### config.mk
export PLATFORM = sky130hd
export DESIGN_NAME = elevator_call_scheduler
export DESIGN_NICKNAME = d
export VERILOG_FILES = /design/src/rtl/elevator_call_scheduler.sv
export SDC_FILE = /design/constraint.sdc
export NUM_CORES = 1
export LEC_CHECK = 0
export CAP_MARGIN = 20
export CORE_MARGIN = 3
export CORE_UTILIZATION = 47
export DETAILED_ROUTE_END_ITERATION = 8
export HOLD_SLACK_MARGIN = 0.15
export PLACE_DENSITY = 0.9
export SYNTH_ARGS = -nofsm -noshare
export SYNTH_HDL_FRONTEND = slang
export SYNTH_SLANG_ARGS = --single-unit
export TNS_END_PERCENT = 50
### constraint.sdc
create_clock -name clk -period 3.35 [get_ports clk]
set_input_delay 1.005 -clock clk [delete_from_list [all_inputs] [get_ports clk]]
set_output_delay 1.005 -clock clk [all_outputs]
set_load 0.1 [all_outputs]
### src/rtl/elevator_call_scheduler.sv
// Collective-selective call scheduler for an NFLOOR elevator car: latches hall and
// car calls, picks the next motion step on each tick and runs the door dwell timer.
module elevator_call_scheduler #(
    parameter int NFLOOR = 8,
    parameter int DWELL  = 5
) (
    input  logic              clk,
    input  logic              rst,
    input  logic              tick,
    input  logic [NFLOOR:1]   hall_up,
    input  logic [NFLOOR:1]   hall_dn,
    input  logic [NFLOOR:1]   car_call,
    input  logic [NFLOOR:1]   cur_floor,
    input  logic              door_open_bt,
    input  logic              door_close_bt,
    output logic              move_up,
    output logic              move_dn,
    output logic              door_open,
    output logic [1:0]        state,
    output logic [4:0]        dwell_cnt,
    output logic [NFLOOR:1]   lamp_up,
    output logic [NFLOOR:1]   lamp_dn,
    output logic [NFLOOR:1]   lamp_car,
    output logic              pos_err
);

    localparam logic [1:0] S_IDLE  = 2'b00;
    localparam logic [1:0] S_UP    = 2'b01;
    localparam logic [1:0] S_DN    = 2'b10;
    localparam logic [1:0] S_SERVE = 2'b11;

    localparam logic [4:0]        DWELL_LD = 5'(DWELL);
    localparam logic [NFLOOR:1]   UP_VALID = {1'b0, {(NFLOOR-1){1'b1}}};
    localparam logic [NFLOOR:1]   DN_VALID = {{(NFLOOR-1){1'b1}}, 1'b0};

    logic [NFLOOR:1] pend_up, pend_dn, pend_car, pend_all;
    logic [NFLOOR:1] above_mask, below_mask;
    logic [NFLOOR:1] clr_up, clr_dn, clr_car;
    logic            above, below, at_up, at_dn, at_car, at_any, here_up, here_dn;
    logic            onehot, step, serve_dir, serving;
    logic [1:0]      state_nxt;
    logic            dir_nxt, enter_serve, move_up_nxt, move_dn_nxt, door_nxt;
    logic [4:0]      dwell_nxt;

    assign lamp_up  = pend_up;
    assign lamp_dn  = pend_dn;
    assign lamp_car = pend_car;
    assign pend_all = pend_up | pend_dn | pend_car;

    assign onehot = (cur_floor != '0) && ((cur_floor & (cur_floor - 1'b1)) == '0);

    // Masks of the floors strictly above and strictly below the one-hot car position.
    always_comb begin
        logic seen_lo, seen_hi;
        seen_lo = 1'b0;
        seen_hi = 1'b0;
        above_mask = '0;
        below_mask = '0;
        for (int f = 1; f <= NFLOOR; f++) begin
            above_mask[f] = seen_lo;
            seen_lo = seen_lo | cur_floor[f];
        end
        for (int f = NFLOOR; f >= 1; f--) begin
            below_mask[f] = seen_hi;
            seen_hi = seen_hi | cur_floor[f];
        end
    end

    assign above   = |(pend_all & above_mask);
    assign below   = |(pend_all & below_mask);
    assign at_up   = |(pend_up & cur_floor);
    assign at_dn   = |(pend_dn & cur_floor);
    assign at_car  = |(pend_car & cur_floor);
    assign at_any  = at_up | at_dn | at_car;
    assign here_up = at_car | at_up;
    assign here_dn = at_car | at_dn;
    assign serving = (state == S_SERVE);

    // A bad position (registered or still present) freezes all stepping.
    assign step = tick & ~pos_err & onehot;

    always_comb begin
        state_nxt   = state;
        dir_nxt     = serve_dir;
        enter_serve = 1'b0;
        move_up_nxt = 1'b0;
        move_dn_nxt = 1'b0;
        door_nxt    = door_open;
        dwell_nxt   = dwell_cnt;
        if (step) begin
            case (state)
                S_IDLE: begin
                    if (at_any) begin
                        enter_serve = 1'b1;
                        dir_nxt     = at_up;
                    end else if (above) state_nxt = S_UP;
                    else if (below)     state_nxt = S_DN;
                end
                S_UP: begin
                    if (here_up) begin
                        enter_serve = 1'b1;
                        dir_nxt     = 1'b1;
                    end else if (!above && at_dn) begin
                        enter_serve = 1'b1;
                        dir_nxt     = 1'b0;
                    end else if (above) move_up_nxt = 1'b1;
                    else if (below)     state_nxt   = S_DN;
                    else                state_nxt   = S_IDLE;
                end
                S_DN: begin
                    if (here_dn) begin
                        enter_serve = 1'b1;
                        dir_nxt     = 1'b0;
                    end else if (!below && at_up) begin
                        enter_serve = 1'b1;
                        dir_nxt     = 1'b1;
                    end else if (below) move_dn_nxt = 1'b1;
                    else if (above)     state_nxt   = S_UP;
                    else                state_nxt   = S_IDLE;
                end
                default: begin
                    if (door_open_bt) begin
                        dwell_nxt = DWELL_LD;
                    end else if (dwell_cnt == 5'd0) begin
                        door_nxt = 1'b0;
                        if (serve_dir ? above : below) begin
                            state_nxt = serve_dir ? S_UP : S_DN;
                        end else if (serve_dir ? at_dn : at_up) begin
                            enter_serve = 1'b1;
                            dir_nxt     = ~serve_dir;
                        end else if (serve_dir ? below : above) begin
                            state_nxt = serve_dir ? S_DN : S_UP;
                        end else begin
                            state_nxt = S_IDLE;
                        end
                    end else if (door_close_bt) begin
                        dwell_nxt = 5'd0;
                    end else begin
                        dwell_nxt = dwell_cnt - 5'd1;
                    end
                end
            endcase
            if (enter_serve) begin
                state_nxt = S_SERVE;
                door_nxt  = 1'b1;
                dwell_nxt = DWELL_LD;
            end
        end
    end

    // Calls at the served floor are cleared on entry and absorbed for the whole stop.
    assign clr_car = (enter_serve | serving) ? cur_floor : '0;
    assign clr_up  = ((enter_serve & dir_nxt) | (serving & serve_dir)) ? cur_floor : '0;
    assign clr_dn  = ((enter_serve & ~dir_nxt) | (serving & ~serve_dir)) ? cur_floor : '0;

    always_ff @(posedge clk or negedge rst) begin
        if (!rst) begin
            pend_up   <= '0;
            pend_dn   <= '0;
            pend_car  <= '0;
            state     <= S_IDLE;
            serve_dir <= 1'b0;
            move_up   <= 1'b0;
            move_dn   <= 1'b0;
            door_open <= 1'b0;
            dwell_cnt <= 5'd0;
            pos_err   <= 1'b0;
        end else begin
            pend_up   <= (pend_up  | (hall_up & UP_VALID)) & ~clr_up;
            pend_dn   <= (pend_dn  | (hall_dn & DN_VALID)) & ~clr_dn;
            pend_car  <= (pend_car | car_call) & ~clr_car;
            state     <= state_nxt;
            serve_dir <= dir_nxt;
            move_up   <= move_up_nxt;
            move_dn   <= move_dn_nxt;
            door_open <= door_nxt;
            dwell_cnt <= dwell_nxt;
            pos_err   <= ~onehot;
        end
    end

endmodule

==> results of run 1 <==
-- per-stage QoR --
| stage | hold WS (ps) | power [mW] | TNS (ps) |
|---|---|---|---|
| 2_1_floorplan | 709 | 0.625 | 0 |
| 3_3_place_gp | 510 | 0.736 | -6490 |
| 3_5_place_dp | 531 | 0.741 | -8490 |
| 4_1_cts | 546 | 1.06 | -21.4 |
| 5_1_grt | 589 | 1.11 | -1310 |
| 6_report | 536 | 1.08 | -153 |
-- per-layer routing --
metal  part of all wire  wire length (um)  global-route usage  up-vias
li1                   -                 -                   -     1199
met1               0.41              3470               0.358     1297
met2               0.47              3950               0.433      180
met3              0.079               659              0.0628       35
met4              0.037               312              0.0893        0
met5                  0                 0                   0        -
-- logic make-up after synthesis --
kind of cell	share of synthesized area
simple gates	0.231
buf+inv	0.0383
xor+xnor	0.00389
compound gates	0.283
flops	0.400
fa+ha+maj	0.0383
mux	0.00500
-- report_power, final --
group	internal, mW	switching, mW
Combinational	0.101	0.186
Clock	0.168	0.152
Sequential	0.448	0.0210
Total	0.717	0.359
-- worst reg2reg max path: cells and delay by family (launching register included) --
| kind | cells | cell delay (ps) |
|---|---|---|
| compound gates | 4 | 660 |
| buf+inv | 1 | 140 |
| simple gates | 4 | 1390 |
| flops | 1 | 430 |
-- cell type report --
class	count	area share
Clock buffer	8	0.0255
Inverter	12	0.0127
Multi-Input combinational cell	197	0.406
Sequential cell	36	0.255
Tap cell	52	0.0184
Timing Repair Buffer	116	0.282
-- sequential cells by signal, indices dropped and copies added, names as in the netlist --
| name | flops |
|---|---|
| lamp_car | 8 |
| lamp_dn | 8 |
| lamp_up | 8 |
| dwell_cnt | 5 |
| state | 2 |
| door_open | 1 |
| move_dn | 1 |
| move_up | 1 |
| pos_err | 1 |
| serve_dir | 1 |
-- final timing paths --
| path | startpoint | endpoint |
|---|---|---|
| min in group asynchronous | rst | lamp_car[1] |
| max reg2reg | lamp_up[2] | state[0] |
| min | dwell_cnt[1] | dwell_cnt[1] |
| max | cur_floor[2] | dwell_cnt[1] |
| max in group asynchronous | rst | serve_dir |
| min reg2reg | dwell_cnt[1] | dwell_cnt[1] |
-- cell usage in the layout (no fill, tap or decap), drive strengths merged, types with 2 or more instances in the layout --
| cell | instances |
|---|---|
| a32oi | 2 |
| a2111oi | 2 |
| clkbuf | 8 |
| o22ai | 5 |
| inv | 12 |
| dlymetal6s2s | 5 |
| o31ai | 3 |
| nand3b | 2 |
| and3 | 2 |
| or2 | 2 |
| nand4 | 4 |
| nand2 | 10 |
| a31oi | 3 |
| buf | 82 |
| and4 | 3 |
| nand3 | 4 |
| nor3 | 14 |
| o21ai | 12 |
| or3 | 7 |
| and2 | 2 |
| nor2 | 33 |
| a22oi | 14 |
| a21boi | 3 |
| dfrtp | 36 |
| nor4 | 4 |
| clkdlybuf4s50 | 29 |
| o2bb2ai | 2 |
| a21oi | 29 |
| ha | 6 |
| o31a | 4 |
| and4b | 2 |
| a211oi | 2 |
-- timing repair --
| action | CTS | global route |
|---|---|---|
| endpoints found under the setup margin | 10 | 32 |
| resized for setup | 2 | 42 |
| pin swaps | 1 | 21 |
| setup buffers | 0 | 7 |
-- synthesized netlist by cell type (all sizes together) (4+ instances only) --
cell,n
nor3,14
inv,12
o22ai,5
clkbuf,8
o31a,4
nand3,4
dfrtp,36
nor2,33
nor4,4
nand2,10
ha,6
o21ai,12
or3,7
a22oi,14
a21oi,29
nand4,4
==> impl_summary.log, run 1 <==
INFO  metric synth_area_leaders = sky130_fd_sc_hd__dfrtp_1, sky130_fd_sc_hd__a21oi_1, sky130_fd_sc_hd__nor2_1
INFO  metric worst_slew_margin_rel = 0.600
INFO  metric cp.required = 3540 ps
INFO  metric placed_cell_area = 0.00320 sq mm
INFO  metric post_drt_wl_per_cell = 19.9 um
INFO  metric timing.reg2reg.setup_slack = 620 ps
INFO  metric timing_worst_slew_pin_value = 595 ps
INFO  metric worst_hold_path_type = reg -> reg
INFO  metric netlist-cell-type-count = 58
INFO  metric place_hpwl = 5.48 mm
INFO  metric io_buffers = 69
INFO  metric finalNetCount = 411
INFO  metric setup.worst_path.class = in -> reg
INFO  metric max_cap_viol_count = 0
INFO  metric drive_above_1_share = 0.352
INFO  metric most_used_flip_flop_cell_after_synthesis = sky130_fd_sc_hd__dfrtp_1
INFO  metric worst_setup_hold_path_clk_slew = 60 ps
INFO  metric cpPeakStageDelay = 420 ps
INFO  metric post-route-min-period = 3420 ps
INFO  metric crit_cells = 11
INFO  metric yosys.area.top_type = sky130_fd_sc_hd__dfrtp_1
INFO  metric post-place-ws = -311 ps
INFO  metric sequential_cell_area = 901 sq um
INFO  metric globalRoute.totalOverflow = 0
INFO  metric placeableCoreArea = 0.00450 sq mm
INFO  metric power.static_leakage = 1.51 nW
INFO  metric worst_reg2reg_path_length_in_cells = 9
INFO  metric place_congestion = 1.06
INFO  metric violations_in_the_final_reports = setup timing
INFO  metric ys_async_sr_fraction = 1.00
INFO  metric p_per_area = 304 mW/mm^2
INFO  metric detail_route.iter0.violations = 281
INFO  metric detailedRoute.firstPassIterationCount = 5
INFO  metric cts-root-to-sink-buffers = 2
INFO  metric viasPerCell = 6.44
INFO  metric timing.critical_path.max_delay_family = compound AO/OA/AOI/OAI gates
INFO  metric register_area_share_after_synthesis = 0.400
INFO  metric clock_insertion_delay_worst_skew = 290 ps
INFO  metric placementRows = 24
INFO  metric dieHeight = 75.2 um
INFO  metric grt_pass1_vias = 2362
INFO  metric cp_max_fo = 4
INFO  metric initial_utilization = 0.500
INFO  metric synthesis.instances = 255
INFO  metric yosysWarningCount = 0
INFO  metric synth_nets = 298
INFO  metric post-route-period-util = 1.02
INFO  metric timing.critical_path.mode_cell = sky130_fd_sc_hd__buf_4
INFO  metric layout.cells.non_filler = 421
INFO  metric setup_slack = -66.5 ps
INFO  metric status = finished, violations left
INFO  metric post_synth.cell_area_avg = 8.83 sq um
INFO  metric antenna_violations_before_repair = 0
INFO  metric cp.buffers_inverters = 3
INFO  metric cts-hold-fix-buffers = 0
INFO  metric slew_viol_final = 0
INFO  metric multiInputGateArea = 0.00144 sq mm
INFO  metric dr_total_vias = 2711
INFO  metric count_of_nets_left_with_antenna_violations_after_detail_routing = 0
INFO  metric post-synth-top-area-fraction = 0.400
INFO  metric grt_first_pass_wirelength = 11.5 mm
INFO  metric final_area = 0.00353 sq mm
INFO  metric io-pin-count = 72
INFO  metric critPathCaptureType = flop
INFO  metric crit_path_cell_trace = clkdlybuf4s50_1 > buf_4 > a22oi_2 > nand4_1 > and4b_1 > a31oi_1 > o21ai_4 > buf_4 > a21oi_4 > nand2_1 > o31ai_2
INFO  metric cts_root_buffer = sky130_fd_sc_hd__clkbuf_8
INFO  metric drt-total-wl = 8.39 mm
INFO  metric number_of_enable_type_register_cells_in_the_synthesized_netlist = 0
INFO  metric die_width = 75.2 um
INFO  metric layout_stage_area_growth_over_the_synthesis_result = 56.9%
INFO  metric synthesis.area = 0.00225 sq mm
INFO  metric setup_repair_after_global_routing_missed_its_margin = yes
INFO  metric finalSetupViolations = 7
INFO  metric synth-seq-cells = 36
INFO  metric die_area = 0.00566 sq mm
INFO  metric grt_use_total = 0.269
INFO  metric numCtsBuffers = 5
INFO  metric largest_net_degree_at_the_start_of_global_routing = 37
INFO  metric cp-start-kind = primary input
INFO  metric htree_num_levels = 2
INFO  metric min_delay_path_depth = 2
INFO  metric final_core_util = 0.785
INFO  metric timing.critical_path.slowest_stage_cell = sky130_fd_sc_hd__clkdlybuf4s50_1
INFO  metric max_ir_drop_vdd = 0.000223 V
INFO  metric antennaDiodeCount = 0
INFO  metric cts_tree = built
INFO  metric clkSinkCount = 36
INFO  metric critical_path_arrival = 3610 ps
INFO  metric post-place-cells = 406
INFO  metric fin_worst_skew = 10.9 ps
INFO  metric drt_drc_violations_left = 0
INFO  metric final_report_hold_violation_count = 0
INFO  metric max_freq = 293 MHz
INFO  metric num-fill-cells = 290
Note: power is estimated with default switching activity, not from simulation.
==> run 2: changes to the inputs <==
==> constraint.sdc (replaced) <==
create_clock -name clk -period 3.35 [get_ports clk]
set_input_delay 0.335 -clock clk [delete_from_list [all_inputs] [get_ports clk]]
set_output_delay 0.335 -clock clk [all_outputs]
set_load 0.1 [all_outputs]
==> run 2 against run 1 <==
The run now ends clean. Total power is 2.4% lower. Clock power is 2% higher. Utilization decreased by 9.4 points. Hold slack lost 80 ps. Via count shrank 11%. Global-route usage about the same. Clock skew decreased by 3.6 ps. Sequential cell count unchanged. Clock-buffer cell count is 2 lower. Design area down 12%. Critical path depth shrank 2. Combinational power shrank 10%. Critical path type unchanged.
==> impl_summary.log, run 2 (synthesis results as in run 1) <==
INFO  metric status = finished clean
INFO  metric grt_pass1_vias = 2357
INFO  metric post-route-period-util = 0.855
INFO  metric post_drt_wl_per_cell = 18.4 um
INFO  metric drt-total-wl = 7.02 mm
INFO  metric power.static_leakage = 1.21 nW
INFO  metric antenna_violations_before_repair = 0
INFO  metric io-pin-count = 72
INFO  metric timing.reg2reg.setup_slack = 620 ps
INFO  metric cp-start-kind = primary input
INFO  metric combinationalPowerShare = 0.245
INFO  metric setup_slack = 486 ps
INFO  metric max_cap_viol_count = 0
INFO  metric cts-root-to-sink-buffers = 2
INFO  metric place_hpwl = 5.23 mm
INFO  metric fin_worst_skew = 7.24 ps
INFO  metric dr_total_vias = 2410
INFO  metric placeableCoreArea = 0.00450 sq mm
INFO  metric cts_root_buffer = sky130_fd_sc_hd__clkbuf_8
INFO  metric clkPwrFrac = 0.309
INFO  metric grt_first_pass_wirelength = 11.6 mm
INFO  metric die_area = 0.00566 sq mm
INFO  metric largest_net_degree_at_the_start_of_global_routing = 37
INFO  metric slew_viol_final = 0
INFO  metric worst_slew_margin_rel = 0.333
INFO  metric p_per_area = 337 mW/mm^2
INFO  metric power.switching_fraction = 0.334
INFO  metric numCtsBuffers = 5
INFO  metric setup.worst_path.class = in -> reg
INFO  metric grt_use_total = 0.269
INFO  metric die_width = 75.2 um
INFO  metric initial_utilization = 0.500
INFO  metric setup_repair_after_global_routing_missed_its_margin = no
INFO  metric worst_r2r_endpoint = lamp_up[1]
INFO  metric total_power = 1.05 mW
INFO  metric layout_stage_area_growth_over_the_synthesis_result = 38.2%
INFO  metric critical_path_arrival = 3030 ps
INFO  metric io_buffers = 69
INFO  metric clock_insertion_delay_worst_skew = 290 ps
INFO  metric dieHeight = 75.2 um
INFO  metric worst_r2r_startpoint = lamp_up[2]
INFO  metric seq_power_share = 0.446
INFO  metric place_congestion = 0.953
INFO  metric viasPerCell = 6.33
INFO  metric drt_drc_violations_left = 0
INFO  metric max_ir_drop_vdd = 0.000297 V
INFO  metric count_of_nets_left_with_antenna_violations_after_detail_routing = 0
INFO  metric cts.repair_timing.setup_buffer_count = 0
INFO  metric final_report_hold_violation_count = 0
INFO  metric clkSinkCount = 36
INFO  metric detail_route.iter0.violations = 226
INFO  metric max_freq = 349 MHz
INFO  metric critPathCaptureType = flop
INFO  metric cp.required = 3520 ps
INFO  metric htree_num_levels = 2
INFO  metric detailedRoute.firstPassIterationCount = 5
INFO  metric worst_setup_hold_path_clk_slew = 70 ps
INFO  metric cp_max_fo = 11
INFO  metric most-common-layout-cells = sky130_fd_sc_hd__clkdlybuf4s50_1, sky130_fd_sc_hd__dfrtp_1, sky130_fd_sc_hd__nor2_1, sky130_fd_sc_hd__a21oi_1, sky130_fd_sc_hd__a22oi_1
INFO  metric worst_hold_path_type = in -> async
INFO  metric cts-resized-gates = 0
INFO  metric cts_tree = built
INFO  metric finalSetupViolations = 0
INFO  metric worst_reg2reg_path_length_in_cells = 8
INFO  metric post-place-ws = 229 ps
INFO  metric finalNetCount = 371
INFO  metric switching_component_of_the_power = 351 uW
INFO  metric mostFrequentLayoutCell = sky130_fd_sc_hd__clkdlybuf4s50_1
INFO  metric cts-hold-fix-buffers = 0
INFO  metric placementRows = 24
INFO  metric antennaDiodeCount = 0
INFO  metric timing_worst_slew_pin_value = 998 ps
INFO  metric post-route-min-period = 2860 ps
INFO  metric setup_tns = 0 ps
INFO  metric internal_power = 698 uW
INFO  metric globalRoute.totalOverflow = 0
INFO  metric drive_above_1_share = 0.0851
## run 2: how the worst max path moves through the flow
stage	startpoint	endpoint	slack, ps	cells past startpoint
CTS	cur_floor[2]	dwell_cnt[3]	510	9
finish	cur_floor[6]	lamp_up[1]	490	9
detailed placement	cur_floor[2]	dwell_cnt[3]	230	9
floorplan	state[1]	dwell_cnt[1]	390	9
global placement	cur_floor[2]	dwell_cnt[3]	300	9
global route	cur_floor[6]	state[1]	140	9
## run 2: per-stage QoR
stage | std cells | util | area (sq um) | hold slack, ps
after floorplan | 255 | - | 2250 | 39.4
after global placement | 373 | 0.670 | 3020 | 510
after detailed placement | 373 | 0.670 | 3020 | 515
after CTS | 381 | 0.691 | 3110 | 476
after global routing | 381 | 0.691 | 3110 | 511
final | 381 | 0.691 | 3110 | 456
## run 2: cell type report
cell class	count	area, sq um
flip-flops and latches	36	901
clock inverters	2	10.0
well taps	52	65.1
multi-input cells	197	1260
repair buffers	76	743
inverters	12	45.0
clock buffers	6	82.6
fillers	360	1390
## run 2: power groups by stage
stage / registers (mW) / clock network [mW] / logic (mW)
2_1_floorplan: 0.570 / 0 / 0.0554
3_3_place_gp: 0.474 / 0 / 0.251
3_5_place_dp: 0.474 / 0 / 0.255
4_1_cts: 0.467 / 0.321 / 0.256
5_1_grt: 0.469 / 0.342 / 0.270
6_report: 0.468 / 0.325 / 0.257
## run 2: worst max-delay path, stage by stage
cell and delay, ps:
sky130_fd_sc_hd__clkdlybuf4s50_1 640, sky130_fd_sc_hd__nor4_1 430, sky130_fd_sc_hd__o21ai_1 180, sky130_fd_sc_hd__a21bo_2 260, sky130_fd_sc_hd__o31ai_1 260, sky130_fd_sc_hd__a21oi_1 140, sky130_fd_sc_hd__a22oi_1 340, sky130_fd_sc_hd__a22o_2 330
sky130_fd_sc_hd__a21oi_1 120
## run 2: layer usage
metal	GRT usage	up-vias	routed length [um]
li1	-	1114	-
met1	0.366	1172	2970
met2	0.424	118	3420
met3	0.0708	6	563
met4	0.0757	0	61
met5	0	-	0
